==> config.mk <==
export PLATFORM = sky130hd
export DESIGN_NAME = levit_stage_sequencer_flat
export DESIGN_NICKNAME = d
export VERILOG_FILES = /design/src/rtl/levit_stage_sequencer_if.sv /design/src/rtl/levit_stage_sequencer.sv /design/src/flat_wrapper.sv
export SDC_FILE = /design/constraint.sdc
export NUM_CORES = 1
export LEC_CHECK = 0
export ABC_AREA = 1
export CORE_UTILIZATION = 40
export DETAILED_ROUTE_END_ITERATION = 6
export PLACE_DENSITY = 0.75
export SYNTH_ARGS = -nofsm -noshare
export SYNTH_HDL_FRONTEND = slang
export SYNTH_SLANG_ARGS = --single-unit
==> constraint.sdc <==
create_clock -name clk -period 1.85 [get_ports clk]
set_clock_uncertainty 0.2 [all_clocks]
set_input_delay 0.37 -clock clk [delete_from_list [all_inputs] [get_ports clk]]
set_output_delay 0.37 -clock clk [all_outputs]
set_load 0.02 [all_outputs]
==> src/rtl/levit_stage_sequencer_if.sv <==
// Control bundle between the LeViT stage sequencer and the shared datapath:
// the job request in, the load/run strobes and status out.
interface levit_stage_sequencer_if;
  logic       en;
  logic       conv16_wload;
  logic       conv8_wload;
  logic       conv4_wload;
  logic [1:0] wrow_idx;
  logic       conv16_run;
  logic       conv8_run;
  logic       conv4_run;
  logic       att_run;
  logic       bias_load;
  logic       end_sig;
  logic       busy;
  logic [2:0] stage;

  // Sequencer side: takes the request, drives the datapath enables.
  modport master (
    input  en,
    output conv16_wload, conv8_wload, conv4_wload, wrow_idx,
    output conv16_run, conv8_run, conv4_run, att_run,
    output bias_load, end_sig, busy, stage
  );

  // Requester/datapath side.
  modport slave (
    output en,
    input  conv16_wload, conv8_wload, conv4_wload, wrow_idx,
    input  conv16_run, conv8_run, conv4_run, att_run,
    input  bias_load, end_sig, busy, stage
  );
endinterface

==> src/rtl/levit_stage_sequencer.sv <==
// Tiny LeViT top-level sequencer: loads and runs conv16, conv8, conv4, then attention,
// from one level request. Outputs are a registered decode of the current state/counter.
module levit_stage_sequencer #(
  parameter int KROWS = 3,
  parameter int RUN16 = 8,
  parameter int RUN8  = 6,
  parameter int RUN4  = 4,
  parameter int ATT   = 4,
  parameter int CW    = 4
) (
  input  logic                    clk,
  input  logic                    rstn,
  levit_stage_sequencer_if.master bus
);

  typedef enum logic [3:0] {
    S_IDLE  = 4'd0,
    S_LD16  = 4'd1,
    S_RUN16 = 4'd2,
    S_LD8   = 4'd3,
    S_RUN8  = 4'd4,
    S_LD4   = 4'd5,
    S_RUN4  = 4'd6,
    S_ATT   = 4'd7,
    S_DONE  = 4'd8
  } state_e;

  localparam logic [CW-1:0] CNT_ZERO  = {CW{1'b0}};
  localparam logic [CW-1:0] CNT_ONE   = CW'(1);
  localparam logic [CW-1:0] LAST_LD   = CW'(KROWS - 1);
  localparam logic [CW-1:0] LAST_R16  = CW'(RUN16 - 1);
  localparam logic [CW-1:0] LAST_R8   = CW'(RUN8 - 1);
  localparam logic [CW-1:0] LAST_R4   = CW'(RUN4 - 1);
  localparam logic [CW-1:0] LAST_ATT  = CW'(ATT - 1);

  state_e        state_q, state_d;
  logic [CW-1:0] cnt_q, cnt_d;
  logic          armed_q, armed_d;
  logic          last_s;

  logic          conv16_wload_q, conv16_wload_d;
  logic          conv8_wload_q, conv8_wload_d;
  logic          conv4_wload_q, conv4_wload_d;
  logic [1:0]    wrow_idx_q, wrow_idx_d;
  logic          conv16_run_q, conv16_run_d;
  logic          conv8_run_q, conv8_run_d;
  logic          conv4_run_q, conv4_run_d;
  logic          att_run_q, att_run_d;
  logic          bias_load_q, bias_load_d;
  logic          end_sig_q, end_sig_d;
  logic          busy_q, busy_d;
  logic [2:0]    stage_q, stage_d;

  function automatic state_e next_stage(input state_e s);
    case (s)
      S_LD16:  next_stage = S_RUN16;
      S_RUN16: next_stage = S_LD8;
      S_LD8:   next_stage = S_RUN8;
      S_RUN8:  next_stage = S_LD4;
      S_LD4:   next_stage = S_RUN4;
      S_RUN4:  next_stage = S_ATT;
      S_ATT:   next_stage = S_DONE;
      default: next_stage = S_IDLE;
    endcase
  endfunction

  // Detect the final cycle of the current state.
  always_comb begin
    last_s = 1'b0;
    case (state_q)
      S_LD16, S_LD8, S_LD4: last_s = (cnt_q == LAST_LD);
      S_RUN16:              last_s = (cnt_q == LAST_R16);
      S_RUN8:               last_s = (cnt_q == LAST_R8);
      S_RUN4:               last_s = (cnt_q == LAST_R4);
      S_ATT:                last_s = (cnt_q == LAST_ATT);
      S_DONE:               last_s = 1'b1;
      default:              last_s = 1'b0;
    endcase
  end

  // Next state, counter and re-arm flag; a held-high en cannot start a second job.
  always_comb begin
    state_d = state_q;
    cnt_d   = cnt_q + CNT_ONE;
    armed_d = armed_q;
    case (state_q)
      S_IDLE: begin
        cnt_d = CNT_ZERO;
        if (!bus.en) begin
          armed_d = 1'b1;
        end else if (armed_q) begin
          state_d = S_LD16;
        end else begin
          state_d = S_IDLE;
        end
      end
      S_DONE: begin
        state_d = S_IDLE;
        cnt_d   = CNT_ZERO;
      end
      default: begin
        if (!bus.en) begin
          state_d = S_IDLE;
          cnt_d   = CNT_ZERO;
          armed_d = 1'b1;
        end else if (last_s) begin
          state_d = next_stage(state_q);
          cnt_d   = CNT_ZERO;
          armed_d = (next_stage(state_q) == S_DONE) ? 1'b0 : armed_q;
        end else begin
          state_d = state_q;
        end
      end
    endcase
  end

  // Output decode of the present state; registered so en never reaches an output combinationally.
  always_comb begin
    conv16_wload_d = (state_q == S_LD16);
    conv8_wload_d  = (state_q == S_LD8);
    conv4_wload_d  = (state_q == S_LD4);
    wrow_idx_d     = (conv16_wload_d || conv8_wload_d || conv4_wload_d) ? cnt_q[1:0] : 2'd0;
    conv16_run_d   = (state_q == S_RUN16);
    conv8_run_d    = (state_q == S_RUN8);
    conv4_run_d    = (state_q == S_RUN4);
    att_run_d      = (state_q == S_ATT);
    bias_load_d    = (state_q == S_ATT) && (cnt_q == CNT_ZERO);
    end_sig_d      = (state_q == S_DONE);
    busy_d         = (state_q != S_IDLE);
    stage_d        = (state_q == S_DONE) ? 3'd0 : state_q[2:0];
  end

  // State, counter and output registers.
  always_ff @(posedge clk or negedge rstn) begin
    if (!rstn) begin
      state_q        <= S_IDLE;
      cnt_q          <= CNT_ZERO;
      armed_q        <= 1'b1;
      conv16_wload_q <= 1'b0;
      conv8_wload_q  <= 1'b0;
      conv4_wload_q  <= 1'b0;
      wrow_idx_q     <= 2'd0;
      conv16_run_q   <= 1'b0;
      conv8_run_q    <= 1'b0;
      conv4_run_q    <= 1'b0;
      att_run_q      <= 1'b0;
      bias_load_q    <= 1'b0;
      end_sig_q      <= 1'b0;
      busy_q         <= 1'b0;
      stage_q        <= 3'd0;
    end else begin
      state_q        <= state_d;
      cnt_q          <= cnt_d;
      armed_q        <= armed_d;
      conv16_wload_q <= conv16_wload_d;
      conv8_wload_q  <= conv8_wload_d;
      conv4_wload_q  <= conv4_wload_d;
      wrow_idx_q     <= wrow_idx_d;
      conv16_run_q   <= conv16_run_d;
      conv8_run_q    <= conv8_run_d;
      conv4_run_q    <= conv4_run_d;
      att_run_q      <= att_run_d;
      bias_load_q    <= bias_load_d;
      end_sig_q      <= end_sig_d;
      busy_q         <= busy_d;
      stage_q        <= stage_d;
    end
  end

  assign bus.conv16_wload = conv16_wload_q;
  assign bus.conv8_wload  = conv8_wload_q;
  assign bus.conv4_wload  = conv4_wload_q;
  assign bus.wrow_idx     = wrow_idx_q;
  assign bus.conv16_run   = conv16_run_q;
  assign bus.conv8_run    = conv8_run_q;
  assign bus.conv4_run    = conv4_run_q;
  assign bus.att_run      = att_run_q;
  assign bus.bias_load    = bias_load_q;
  assign bus.end_sig      = end_sig_q;
  assign bus.busy         = busy_q;
  assign bus.stage        = stage_q;

endmodule

==> src/flat_wrapper.sv <==
// flat-port wrapper written by rule: the top's interface ports become plain ports
module levit_stage_sequencer_flat 
#(
  parameter int KROWS = 3,
  parameter int RUN16 = 8,
  parameter int RUN8  = 6,
  parameter int RUN4  = 4,
  parameter int ATT   = 4,
  parameter int CW    = 4
)
  (clk, rstn, bus_en, bus_conv16_wload, bus_conv8_wload, bus_conv4_wload, bus_wrow_idx, bus_conv16_run, bus_conv8_run, bus_conv4_run, bus_att_run, bus_bias_load, bus_end_sig, bus_busy, bus_stage);
  levit_stage_sequencer_if bus_i ();
  input  logic clk;
  input  logic rstn;
  input wire logic [$bits(bus_i.en)-1:0] bus_en;
  output wire logic [$bits(bus_i.conv16_wload)-1:0] bus_conv16_wload;
  output wire logic [$bits(bus_i.conv8_wload)-1:0] bus_conv8_wload;
  output wire logic [$bits(bus_i.conv4_wload)-1:0] bus_conv4_wload;
  output wire logic [$bits(bus_i.wrow_idx)-1:0] bus_wrow_idx;
  output wire logic [$bits(bus_i.conv16_run)-1:0] bus_conv16_run;
  output wire logic [$bits(bus_i.conv8_run)-1:0] bus_conv8_run;
  output wire logic [$bits(bus_i.conv4_run)-1:0] bus_conv4_run;
  output wire logic [$bits(bus_i.att_run)-1:0] bus_att_run;
  output wire logic [$bits(bus_i.bias_load)-1:0] bus_bias_load;
  output wire logic [$bits(bus_i.end_sig)-1:0] bus_end_sig;
  output wire logic [$bits(bus_i.busy)-1:0] bus_busy;
  output wire logic [$bits(bus_i.stage)-1:0] bus_stage;
  assign bus_i.en = bus_en;
  assign bus_conv16_wload = bus_i.conv16_wload;
  assign bus_conv8_wload = bus_i.conv8_wload;
  assign bus_conv4_wload = bus_i.conv4_wload;
  assign bus_wrow_idx = bus_i.wrow_idx;
  assign bus_conv16_run = bus_i.conv16_run;
  assign bus_conv8_run = bus_i.conv8_run;
  assign bus_conv4_run = bus_i.conv4_run;
  assign bus_att_run = bus_i.att_run;
  assign bus_bias_load = bus_i.bias_load;
  assign bus_end_sig = bus_i.end_sig;
  assign bus_busy = bus_i.busy;
  assign bus_stage = bus_i.stage;
  levit_stage_sequencer #(.KROWS(KROWS), .RUN16(RUN16), .RUN8(RUN8), .RUN4(RUN4), .ATT(ATT), .CW(CW)) u_core (.clk(clk), .rstn(rstn), .bus(bus_i));
endmodule
Word level (Yosys, flattened, before mapping)
Index checks and enable logic that the tools add are counted.
W data, S select, Z words.
{"block": "op_classes", "n_bitwise": 1, "reduce_logical": 11, "n_div": 0, "n_mul": 0, "n_shift": 0, "muxes": 19, "n_lt_le_gt_ge": 0, "n_eq_ne": 18, "addsub": 1}
{"op": "$mux W4", "count": 8}
{"op": "$pmux W4 S7", "count": 1}
{"op": "$eq A4 B3 Y1 const B", "count": 6}
{"op": "$eq A4 B2 Y1 const B", "count": 4}
{"op": "$eq A4 B4 Y1 const B", "count": 2}
{"op": "$logic_not A4 Y1", "count": 2}
{"op": "$pmux W4 S2", "count": 1}
{"op": "$mux W1", "count": 5}
{"op": "$pmux W1 S5", "count": 1}
{"op": "$add A4 B1 Y4 const B", "count": 1}
{"op": "$eq A4 B1 Y1 const B", "count": 1}
{"op": "$ne A2 B1 Y1 const B", "count": 2}
{"op": "$ne A2 B2 Y1 const B", "count": 2}
{"op": "$ne A4 B1 Y1 const B", "count": 1}
{"op": "$reduce_and A4 Y1", "count": 1}
{"op": "$reduce_bool A4 Y1", "count": 1}
{"op": "$reduce_or A2 Y1", "count": 2}
{"op": "$mux W3", "count": 1}
{"op": "$reduce_or A3 Y1", "count": 1}
{"op": "$logic_or A1 B1 Y1", "count": 2}
{"op": "$mux W2", "count": 1}
{"op": "$pmux W1 S2", "count": 1}
{"op": "$reduce_and A2 Y1", "count": 1}
{"op": "$logic_and A1 B1 Y1", "count": 1}
{"op": "$not A1 Y1", "count": 1}
{"block": "totals", "input_bits": 3, "latchBits": 0, "ramBits": 0, "register_bits": 24, "out_inout_bits": 15, "memories": 0, "wordCells": 65, "romBits": 0}

Logic depth before layout (Yosys ltp)
{"block": "depth", "ltp_word": 11, "ltp_mapped": 11, "depth_no_buf": 11}

Least setup slack after synthesis
Ideal clock, no wire load.
{"block": "synth_timing", "kind": "register -> register", "from": "register u_core.state_q[0]", "to": "register u_core.state_q[1]", "synth_period_minus_slack_ns": 1.623, "required_ns": 1.533, "setup_time_ns": 0.117, "setup_slack_ns": 0.227, "stages_incl_launch_ff": 12, "arrival_time_ns": 1.306, "path_buffers": 1, "path_cell_list": "dfrtp_1 > buf_6 > nor2_1 > nand2_1 > nand2_1 > nand2_1 > nand2_2 > nand4_4 > nand2_4 > nand2_2 > nand2_1 > nand2_1"}
{"block": "synth_between", "elab_chain_len": 5, "word_cells_on_any_way": 19, "classes_between": "eq/ne: 10; mux: 5; reduce/logical: 4"}
{"item": "start: declaration", "line_no": "levit_stage_sequencer.sv:36", "text": "state_e state_q, state_d;"}
{"item": "start signal: assignment", "line_no": "levit_stage_sequencer.sv:152", "text": "state_q <= state_d;"}
{"item": "$eq A4 B3 Y1 (tied with other cells)", "line_no": "levit_stage_sequencer.sv:55, levit_stage_sequencer.sv:70"}
{"item": "$reduce_or A3 Y1 (tied with other cells)", "line_no": "levit_stage_sequencer.sv:70", "text": "case (state_q)"}
{"item": "$pmux W1 S5 / $mux W4 (equally long branches)"}
{"item": "$ne A4 B1 Y1 (no line) / $mux W4 (equally long branches)"}
{"item": "$reduce_and A2 Y1 (no line) / $pmux W4 S2 (equally long branches)"}
Several ways; a longest one is shown, not always the timed one. The select of a mux whose other input is x is not followed.
A chain may end at the register's enable or synchronous reset.

Final worst setup path
{"block": "layout_timing", "from": "register u_core.end_sig_q, in the netlist u_core.bus.end_sig", "to": "output bus_end_sig"}
{"item": "start: declaration", "line_no": "levit_stage_sequencer.sv:50", "text": "logic end_sig_q, end_sig_d;"}
{"item": "start signal: assignment", "line_no": "levit_stage_sequencer.sv:164", "text": "end_sig_q <= end_sig_d;"}
{"item": "end: declaration", "line_no": "flat_wrapper.sv:25", "text": "output wire logic [$bits(bus_i.end_sig)-1:0] bus_end_sig;"}
No word-level cell between the ends.

==> impl_metrics.yaml <==
critical_path:
  worstRegToRegCells: 10
  slowest_delay_ns: 0.59
  crit_family: "buffers and inverters"
  path_buf_inv: 1
  cp_data_required_time_ns: 1.28
  path_depth: 1
  crit_slowest_cell: "clkdlybuf4s50_1"
  cp-start-kind: "register"
  r2r_start: "u_core.state_q[0]$_DFFE_PN0P_"
  cp-end-kind: "output pin"
  crit_fanout: 1
  cp_cell_sequence: "clkdlybuf4s50_1"
  worst-r2r-setup-slack_ns: 0.10
  critical_path_class: "reg -> out"
  cp.arrival_ns: 1.24
  timing.rr.end: "u_core.state_q[3]$_DFFE_PN0P_"
grt:
  gr-usage-all-layers: 0.168
  grt_overflow_total: 0
  grt_max_degree: 25
  grt_pass1_wl_um: 3440
  grt-busiest-layer: "met2"
  grtUsageMet2: 0.300
  global_route.usage.met3: 0.0282
  met1_usage: 0.201
  grt_pass1_vias: 818
  antenna_found_initial: 0
final_layout:
  num_antenna_cells: 0
  regArea_um2: 604
  area_delta_synth_final_pct: 31.3
  layout-drive-gt1-share: 0.197
  final_common_cell: "nand2_1"
  multi_input_area_um2: 410
  layout_common_cells: "nand2_1, dfrtp_1, inv_1, dlymetal6s2s_1, nor2_1"
  fin_nets: 148
  final.fill_count: 216
floorplan:
  die_x_um: 53.7
  die_h_um: 53.7
  die_area_um2: 2880
  start_util: 0.427
  coreArea_um2: 2500
  row_count: 18
  io_pins: 18
run:
  drv_cap: 0
placement:
  port_buffers: 17
  place.gp.congestion: 0.949
  hpwlAfterDp_um: 1610
cts:
  cts_made_buffers: 3
  cts_tree: "yes"
  cts_hold_buf: 0
  clock_latency_ns: 0.31
  cts_num_sinks: 24
  cts_root_buf: "clkbuf_4"
  cts.clk_slew.worst_paths_ns: 0.12
  clk_path_buf_depth: 2
  cts.htree.levels: 1
sta:
  fin_tns_setup_ns: 0
  hold_violations: 0
  min_period_over_period: 0.978
  hold_slack_ns: 0.191
  worst_pin_slew_ns: 0.284
  maxSlewHeadroom: 0.811
  maxSlewViolCount: 0
  finalSetupViolCount: 0
  period_needed_ns: 1.81
  max_freq_mhz: 553
route:
  viasPerCell: 4.94
  wl_um: 2100
  ant_nets: 0
  wl_per_cell_um: 12.2
  vias: 850
  first_pass_iters: 4
  drc_errors: 0
  first_iter_violations: 20
logic_synthesis:
  synthArstFlopShare: 1.00
  synthCells: 119
  synth_cell_type_count: 25
  syn_area_um2: 1070
  synth_flop_cell: "dfrtp_1"
  syn-num-nets: 124
  synth-seq-cells: 24
  avgSynthCellArea_um2: 8.98
  synth_edf_count: 0
  yosysWarnings: 0
  yosysSeqAreaShare: 0.563
pwr:
  power_density_nw_per_um2: 1360
  ir_drop_uv: 671
  leakagePower_nw: 0.930
outcome:
  status: "finished, final reports clean"
hold_path:
  hold_path.class: "in -> async"
[Yosys cell counts (2+ instances only)]
master,number,share of area
a21oi_1,2,0.0094
nand2_2,3,0.018
dfrtp_1,23,0.54
nor3_1,6,0.028
clkbuf_1,3,0.011
nor2_1,12,0.042
inv_1,15,0.053
nand2_1,29,0.10
nand3_1,8,0.037
nor2_2,2,0.012
ha_1,2,0.023
[timing repair]
| item | CTS | global route |
|---|---|---|
| endpoints found under the hold margin | 0 | 0 |
| setup endpoints to repair | 0 | 23 |
| resized for setup | 0 | 26 |
| setup buffers | 0 | 1 |
[state kept, by name, indices dropped and copies added, names as in the netlist]
signal	flops
u_core.cnt_q	4
u_core.state_q	4
u_core.bus.stage	3
u_core.bus.wrow_idx	2
u_core.armed_q	1
u_core.bus.att_run	1
u_core.bus.bias_load	1
u_core.bus.busy	1
u_core.bus.conv16_run	1
u_core.bus.conv16_wload	1
u_core.bus.conv4_run	1
u_core.bus.conv4_wload	1
u_core.bus.conv8_run	1
u_core.bus.conv8_wload	1
u_core.bus.end_sig	1
[metal layers]
metal  wire [µm]  share of wire  vias up
met5           0              0        -
met4          33          0.016        0
met3          95          0.045        4
met2        1110           0.53       23
met1         856           0.41      409
li1            -              -      414
[logic make-up (layout without fill, tap and decap cells)]
family	after synthesis	in the layout	synth area share
compound gates	5	5	0.0258
xor+xnor	2	2	0.0164
fa+ha+maj	2	2	0.0234
buf+inv	20	43	0.0773
flops	24	24	0.563
simple gates	66	66	0.294
[final cells by class]
cell class / count / area share
flip-flops and latches: 24 / 0.431
repair buffers: 23 / 0.181
clock buffers: 4 / 0.0259
multi-input cells: 75 / 0.293
inverters: 16 / 0.0428
well taps: 30 / 0.0268
[how the worst max path moves through the flow]
| stage | from | end | slack, ns |
|---|---|---|---|
| 6_report | u_core.bus.end_sig$_DFF_PN0_ | bus_end_sig | 0.04 |
| 5_1_grt | u_core.state_q[1]$_DFFE_PN0P_ | u_core.state_q[3]$_DFFE_PN0P_ | -0.01 |
| 2_1_floorplan | u_core.state_q[0]$_DFFE_PN0P_ | u_core.state_q[1]$_DFFE_PN0P_ | 0.23 |
| 3_5_place_dp | bus_en | u_core.state_q[1]$_DFFE_PN0P_ | 0.05 |
| 4_1_cts | u_core.bus.wrow_idx[0]$_DFF_PN0_ | bus_wrow_idx[0] | 0.003 |
| 3_3_place_gp | u_core.state_q[1]$_DFFE_PN0P_ | u_core.state_q[3]$_DFFE_PN0P_ | 0.1 |
[stage by stage]
stage	utilization	instance area, µm²	worst slack (ns)	std cells	power, mW
floorplan	-	1070	0.227	119	1.32
global placement	0.517	1290	0.0969	167	1.58
detailed placement	0.517	1290	0.0542	167	1.60
CTS	0.531	1330	0.00266	171	1.87
global route	0.561	1400	-0.00971	172	2.05
finish	0.561	1400	0.0413	172	1.91
[where the power goes]
group	internal (mW)	switching, mW	total, mW
Clock	0.120	0.146	0.266
Sequential	0.647	0.0783	0.725
Combinational	0.351	0.570	0.921
Total	1.12	0.794	1.91
No activity file was read; power rests on OpenSTA's default activity.
